[src/rtl/pc_sequencer.sv]
// Multi-cycle control sequencer for a small LEGv8-style datapath: walks
// FETCH/DECODE/EXEC/MEM/WB, drives datapath strobes and counts retirements.
module pc_sequencer #(
  parameter int unsigned CNT_W = 32
) (
  input  logic             clk,
  input  logic             rst,
  input  logic [10:0]      opcode,
  input  logic             alu_zero,
  input  logic             imem_ready,
  input  logic             dmem_ready,
  output logic             imem_req,
  output logic             ir_write,
  output logic             pc_write,
  output logic             pc_src,
  output logic             dmem_read,
  output logic             dmem_write,
  output logic             reg_write,
  output logic             illegal,
  output logic [2:0]       state,
  output logic [CNT_W-1:0] retired
);

  typedef enum logic [2:0] {
    ST_FETCH  = 3'd0,
    ST_DECODE = 3'd1,
    ST_EXEC   = 3'd2,
    ST_MEM    = 3'd3,
    ST_WB     = 3'd4,
    ST_RSV5   = 3'd5,
    ST_RSV6   = 3'd6,
    ST_TRAP   = 3'd7
  } state_t;

  typedef enum logic [2:0] {
    CL_NONE, CL_B, CL_CBZ, CL_CBNZ, CL_LDUR, CL_STUR, CL_RTYPE, CL_ILLEGAL
  } class_t;

  state_t           r_state;
  state_t           w_next;
  class_t           r_class;
  class_t           w_class;
  logic             r_illegal;
  logic [CNT_W-1:0] r_retired;

  always_comb begin
    w_class = CL_ILLEGAL;
    if (opcode[10:5] == 6'b000101)      w_class = CL_B;
    else if (opcode[10:3] == 8'hB4)     w_class = CL_CBZ;
    else if (opcode[10:3] == 8'hB5)     w_class = CL_CBNZ;
    else if (opcode == 11'h7C2)         w_class = CL_LDUR;
    else if (opcode == 11'h7C0)         w_class = CL_STUR;
    else if (opcode inside {11'h458, 11'h658, 11'h450, 11'h550}) w_class = CL_RTYPE;
  end

  always_ff @(posedge clk) begin
    if (rst) begin
      r_state   <= ST_FETCH;
      r_class   <= CL_NONE;
      r_illegal <= 1'b0;
      r_retired <= '0;
    end else begin
      r_state <= w_next;
      if (r_state == ST_DECODE) begin
        r_class <= w_class;
        if (w_class == CL_ILLEGAL) r_illegal <= 1'b1;
      end
      if (pc_write) r_retired <= r_retired + CNT_W'(1);
    end
  end

  always_comb begin
    w_next = r_state;
    case (r_state)
      ST_FETCH:  if (imem_ready) w_next = ST_DECODE;
      ST_DECODE: w_next = (w_class == CL_ILLEGAL) ? ST_TRAP : ST_EXEC;
      ST_EXEC: begin
        case (r_class)
          CL_RTYPE:         w_next = ST_WB;
          CL_LDUR, CL_STUR: w_next = ST_MEM;
          default:          w_next = ST_FETCH;
        endcase
      end
      ST_MEM:    if (dmem_ready) w_next = (r_class == CL_LDUR) ? ST_WB : ST_FETCH;
      ST_WB:     w_next = ST_FETCH;
      ST_TRAP:   w_next = ST_TRAP;
      default:   w_next = ST_FETCH;
    endcase
  end

  // Strobes are suppressed while rst is high so a ready arriving in the reset
  // cycle can never commit a PC update or memory access.
  always_comb begin
    imem_req   = 1'b0;
    ir_write   = 1'b0;
    pc_write   = 1'b0;
    pc_src     = 1'b0;
    dmem_read  = 1'b0;
    dmem_write = 1'b0;
    reg_write  = 1'b0;
    if (!rst) begin
      case (r_state)
        ST_FETCH: begin
          imem_req = 1'b1;
          ir_write = imem_ready;
        end
        ST_EXEC: begin
          case (r_class)
            CL_B:    begin pc_write = 1'b1; pc_src = 1'b1;      end
            CL_CBZ:  begin pc_write = 1'b1; pc_src = alu_zero;  end
            CL_CBNZ: begin pc_write = 1'b1; pc_src = ~alu_zero; end
            default: ;
          endcase
        end
        ST_MEM: begin
          dmem_read  = (r_class == CL_LDUR);
          dmem_write = (r_class == CL_STUR);
          pc_write   = (r_class == CL_STUR) && dmem_ready;
        end
        ST_WB: begin
          reg_write = 1'b1;
          pc_write  = 1'b1;
        end
        default: ;
      endcase
    end
  end

  assign illegal = r_illegal;
  assign state   = r_state;
  assign retired = r_retired;

endmodule

[config.mk]
export PLATFORM = sky130hd
export DESIGN_NAME = pc_sequencer
export DESIGN_NICKNAME = d
export VERILOG_FILES = /design/src/rtl/pc_sequencer.sv
export SDC_FILE = /design/constraint.sdc
export NUM_CORES = 1
export LEC_CHECK = 0
export CAP_MARGIN = 20
export CORE_UTILIZATION = 48
export DETAILED_ROUTE_END_ITERATION = 8
export GPL_TIMING_DRIVEN = 0
export PLACE_DENSITY = 0.82
export SKIP_CTS_REPAIR_TIMING = 1
export SLEW_MARGIN = 20
export SYNTH_ARGS = -nofsm -noshare
export SYNTH_HDL_FRONTEND = slang
export SYNTH_SLANG_ARGS = --single-unit
[constraint.sdc]
create_clock -name clk -period 2.7 [get_ports clk]
set_input_delay 0.405 -clock clk [delete_from_list [all_inputs] [get_ports clk]]
set_output_delay 0.405 -clock clk [all_outputs]
set_load 0.1 [all_outputs]
==> metrics.txt, run 1 <==
status=finished, violations left; failing checks=negative setup slack; CP Cell Sequence=buf_4 -> or3b_1 -> nor3_4 -> nor2_1 -> nor2_4 -> clkbuf_4; clk sink count=39; syn_area_per_cell=8.20 µm²; clock skew=0.00922 ns; largest area contributor in the netlist=dfxtp_1; cell area power density=656 mW/mm²; first-pass GRT wire length=8.32 mm; placed inst area=0.00283 mm²; Final setup viols=1; hold slack=0.448 ns; Ports=59; Synth async-reset ratio=0%; Die H=67.9 µm; HP Start=illegal; die area=0.00460 mm²; max-slew violations=0; antenna diode count=0; Yosys warnings=0; final net count=335; worst vdd ir=789 µV; Rel. slew slack=34.5%; total power=1.91 mW; Crit. End Element=primary output; Seq/Total Area, Yosys=37.5%; most instantiated cells after synthesis=dfxtp_1, nor2_1, a21oi_1, o21ai_0, nand2_1; hold path cells=2; initial core utilization=50.9%; Row Count=23; All-Layer GR Usage=23.7%; synth unique cells=49; Placer Congestion=0.785; Fmax=359 MHz; post-route ant nets=0; Slew @ Worst Pin=0.981 ns; Yosys reg bits=39; CP Data Arrival Time=2.38 ns; clk slew on worst S/H paths=0.06 ns; CORE AREA=0.00409 mm²; Period Utilization, post-route=103%; post-synth top area share=37.5%; vias in the first global route=1789; Post-synth EDFFs=0; clock root buffer=clkbuf_8; cell area after synthesis=0.00208 mm²; Vias/cell=5.81; final worst slack=-0.0867 ns; post-route cell area=0.00292 mm²; Clock Path Buffers=2; largest net degree at the start of global routing=11; leakage=1.07 nW; FF-to-FF path depth=6; drt pass-1 iters=5; Post-Syn Instances=254; initial antenna violation count=0; die width=67.9 µm; most common cell in the synthesized netlist=dfxtp_1; via count=2133; CP max-delay cell=or3b_1; drt drc=0; GR Overflow Total=0; Worst path top cell family by delay=simple AND/OR/NAND/NOR gates; crit path time final=2.79 ns; Worst Hold End=illegal; CP Class=flip-flop to primary output; CP startpoint kind=flip-flop; Routed WL=5.04 mm; Skew-Pair Late Insertion Delay=0.29 ns; hold crit path type=flip-flop to flip-flop; CP Buf/Inv Count=2; TritonCTS clock tree=built; crit path max fanout=10; TNS Setup=-0.0867 ns; RR Startpoint=state[1]; layout cells sized above 1=10.1%; drt initial violations=171; Final Hold Fails=0; port bufs=57; Max stage delay on crit path=0.45 ns; CTS H-tree lvls=2; worst reg2reg setup slack=0.28 ns; number of buffers created by CTS=5; Primary FF master, synth=dfxtp_1; Syn Nets=271; Post-Route Utilization=71.4%; unrepaired setup endpoints after global routing=true; DP HPWL=3.74 mm; synth top area cells=dfxtp_1, xor2_1, nor2_1; max-cap violations=0; worst r2r dst=retired[20]; Critical Path RT=2.30 ns; DR WL/cell=13.7 µm; Layout area overhead=40.1%
worst max path at each step:
stage	from	end	slack (ns)	cells past startpoint
2_1_floorplan	state[0]	ir_write	-0.07	4
3_3_place_gp	dmem_ready	pc_write	-0.62	6
3_5_place_dp	dmem_ready	pc_write	-0.63	6
4_1_cts	state[1]	pc_write	-0.88	6
5_1_grt	state[1]	pc_write	-0.26	6
6_report	state[1]	pc_write	-0.09	6
flip-flops by register name, indices dropped and copies added (netlist names):
signal   flops
retired     32
r_class      3
state        3
illegal      1
area by class of cell:
cell class                 count  area [µm²]
tap                           50        62.6
multi-input combinational    190        1280
sequential                    39         801
fill                         332        1170
buffer                        14        75.1
inverter                      11        41.3
timing repair buffer          57         583
clock buffer                   6        72.6
layer usage:
| layer | up-vias | GRT usage [%] | share of wire, % |
|---|---|---|---|
| met1 | 983 | 32.9 | 46 |
| met2 | 72 | 37.1 | 48 |
| li1 | 1073 | - | - |
| met4 | 0 | 7.29 | 0.91 |
| met3 | 5 | 4.33 | 5.1 |
| met5 | - | 0 | 0 |
stage by stage:
step	setup WS (ns)	cells
final	-0.0867	367
after global routing	-0.264	367
after CTS	-0.883	367
after detailed placement	-0.627	361
after global placement	-0.618	361
after floorplan	-0.0656	254
layout by cell type, fill, tap and decap left out, types with 3 or more instances in the layout:
master and n:
o2111ai_1 9, dfxtp_4 3, dfxtp_2 7, a21oi_1 20, o31ai_1 3, nand4_1 11, clkdlybuf4s50_1 50, dfxtp_1 29
nand3_1 4, nor4bb_1 3, clkbuf_8 6, inv_1 11, o21a_1 3, dlymetal6s2s_1 6, clkbuf_1 10, nor2_1 28
xnor2_1 3, nor4_4 3, or4_1 5, nand2_1 15, or3_1 10, xor2_1 14, o21ai_0 17, nor3_4 3
worst register-to-register path: stages (launching register included):
cell,delay [ns]
dfxtp_4,0.35
buf_4,0.17
or3b_1,0.45
nor3_4,0.41
o211ai_2,0.26
or4_1,0.55
a21oi_1,0.16
kinds of logic (layout without fill, tap and decap cells):
| kind of cell | after synthesis | count (layout) | share of synthesized area (%) |
|---|---|---|---|
| AOI/OAI and AO/OA | 66 | 66 | 20.4 |
| xor gates and xnor gates | 17 | 17 | 7.15 |
| adders and majority gates | 1 | 1 | 0.601 |
| buffers and inverters | 25 | 88 | 4.69 |
| DFF | 39 | 39 | 37.5 |
| muxes | 2 | 2 | 0.962 |
| and+or+nand+nor | 104 | 104 | 28.7 |
where the power goes:
part           switching, mW  internal (mW)
sequential            0.0532          0.632
clock                  0.185          0.172
combinational          0.596          0.275
Note: power is estimated with default switching activity, not from simulation.
==> inputs of run 2 (changes only) <==
--- a/config.mk
+++ b/config.mk
@@ -5,7 +5,7 @@
 export SDC_FILE = /design/constraint.sdc
 export NUM_CORES = 1
 export LEC_CHECK = 0
-export CAP_MARGIN = 20
+export CAP_MARGIN = 10
 export CORE_UTILIZATION = 48
 export DETAILED_ROUTE_END_ITERATION = 8
 export GPL_TIMING_DRIVEN = 0
==> results of run 2 <==
The final DEF is identical to that of run 1; final timing and power are the same.
==> inputs of run 3 (changes only) <==
--- a/config.mk
+++ b/config.mk
@@ -8,10 +8,8 @@
 export CAP_MARGIN = 10
 export CORE_UTILIZATION = 48
 export DETAILED_ROUTE_END_ITERATION = 8
-export GPL_TIMING_DRIVEN = 0
 export PLACE_DENSITY = 0.82
 export SKIP_CTS_REPAIR_TIMING = 1
-export SLEW_MARGIN = 20
 export SYNTH_ARGS = -nofsm -noshare
 export SYNTH_HDL_FRONTEND = slang
 export SYNTH_SLANG_ARGS = --single-unit
==> run 3 against run 2 <==
- combinational power fell by 13%
- utilization fell by 1.6 points
- global-route usage fell by 0.64 points
- critical path type unchanged
- register-to-register slack improved by 0.15 ns
- final cell count fell by 1.6%
- clock skew fell by 0.0024 ns
- the run now ends clean
- largest power group unchanged
==> metrics.txt, run 3 (synthesis gave the netlist of run 1 again) <==
clk slew on worst S/H paths=0.07 ns (about the same); CORE AREA=0.00409 mm² (unchanged); via count=2091 (-2.0%); clock root buffer=clkbuf_8; Crit. End Element=primary output; post-route cell area=0.00285 mm² (-2.3%); Slew @ Worst Pin=0.668 ns (-0.313 ns); post-route ant nets=0 (unchanged); max-cap violations=0 (unchanged); total power=1.90 mW (-0.86%); Final Non-Filler Cells=361 (-1.6%); worst vdd ir=514 µV (-35%); worst r2r dst=retired[26]; Critical Path RT=2.30 ns (about the same); FF-to-FF path depth=5 (-1); worst reg2reg setup slack=0.43 ns (+0.15 ns); port bufs=58 (+1.8%); drt initial violations=156 (-8.8%); Period Utilization, post-route=91.4% (-12 points); crit path time final=2.47 ns (-0.318 ns); placed inst area=0.00277 mm² (-2.3%); final worst slack=0.232 ns (+0.318 ns); largest net degree at the start of global routing=27 (+16); Die H=67.9 µm (unchanged); Row Count=23 (unchanged); Clock Path Buffers=2 (unchanged); DP HPWL=3.68 mm (-1.6%); clock skew=0.00684 ns (-0.00238 ns); layout cells sized above 1=25.1% (+15 points); Layout area overhead=36.9%; Final Hold Fails=0 (unchanged); Final setup viols=0 (-1); initial core utilization=50.9% (unchanged); antenna diode count=0 (unchanged); Routed WL=4.99 mm (-1.0%); All-Layer GR Usage=23.1% (-0.64 points); first-pass GRT wire length=8.12 mm (-2.4%); initial antenna violation count=0 (unchanged); Fmax=405 MHz (+13%); CP Class=flip-flop to primary output; vias in the first global route=1853 (+3.6%); DR WL/cell=13.8 µm (+0.61%); Worst Hold End=illegal; crit path max fanout=12 (+2); drt pass-1 iters=4 (-1); CTS H-tree lvls=2 (unchanged); # fillers=335 (+0.90%); final net count=327 (-2.4%); hold crit path type=flip-flop to flip-flop; RR Startpoint=state[1]; max reg flops=32 (unchanged); Rel. slew slack=54.9% (+20 points); commonest cells after routing, fill and taps aside=buf_4, dfxtp_1, nor2_1; TritonCTS clock tree=built; placed cells=353 (-2.2%); CP Data Arrival Time=2.06 ns (-0.32 ns); Ports=59 (unchanged); Vias/cell=5.79 (-0.34%); die width=67.9 µm (unchanged); drt drc=0 (unchanged); max-slew violations=0 (unchanged); status=complete, no violations; unrepaired setup endpoints after global routing=false; Skew-Pair Late Insertion Delay=0.29 ns (about the same); GR Overflow Total=0 (unchanged); clk sink count=39 (unchanged); HP Start=illegal; commonest non-fill, non-tap cell in the layout=buf_4; CP startpoint kind=flip-flop; leakage=1.07 nW (+0.12%); Placer Congestion=0.763 (-2.8%); number of buffers created by CTS=5 (unchanged); TNS Setup=0 ns (+0.0867 ns); hold path cells=2 (unchanged); pre-CTS setup slack=0.417 ns (+1.04 ns); die area=0.00460 mm² (unchanged); cell area power density=666 mW/mm² (+1.5%)
[run 3: cell type report]
cell class	instances	area, µm²	area share [%]
multi-input cells	190	1280	45.0
flip-flops and latches	39	801	28.1
repair buffers	63	581	20.4
clock buffers	6	72.6	2.55
well taps	50	62.6	2.19
inverters	11	41.3	1.45
clock inverters	2	11.3	0.395
[run 3: report_power, final]
group          total [mW]  internal (mW)  switching (mW)
clock network       0.381          0.181           0.200
logic               0.760          0.244           0.516
registers           0.756          0.634           0.122
total                1.90           1.06           0.838
[run 3: metrics by stage]
stage	hold WS [ns]	util, %
floorplan	0.507	-
global route	0.497	69.7
detailed placement	0.440	67.7
global placement	0.436	67.7
CTS	0.455	69.7
finish	0.456	69.7
[run 3: metal layers]
metal | GRT usage (%) | vias to the layer above | share of wire [%]
met2 | 39.2 | 53 | 50
met5 | 0 | - | 0
li1 | - | 1053 | -
met3 | 4.17 | 6 | 4.2
met4 | 8.59 | 0 | 1.3
met1 | 28.9 | 979 | 45
[run 3: worst max path at each step]
stage | start | endpoint | cells past startpoint
3_5_place_dp | dmem_ready | pc_write | 5
6_report | state[1] | pc_write | 5
4_1_cts | state[1] | pc_write | 5
2_1_floorplan | state[0] | ir_write | 4
3_3_place_gp | dmem_ready | pc_write | 5
5_1_grt | state[1] | pc_write | 5
[run 3: worst max-delay path, cell delays in order, from the launching register on]
cell	delay, ns
dfxtp_4	0.43
or3b_1	0.46
nor3_4	0.33
nor2_1	0.21
nor2_4	0.16
buf_12	0.18
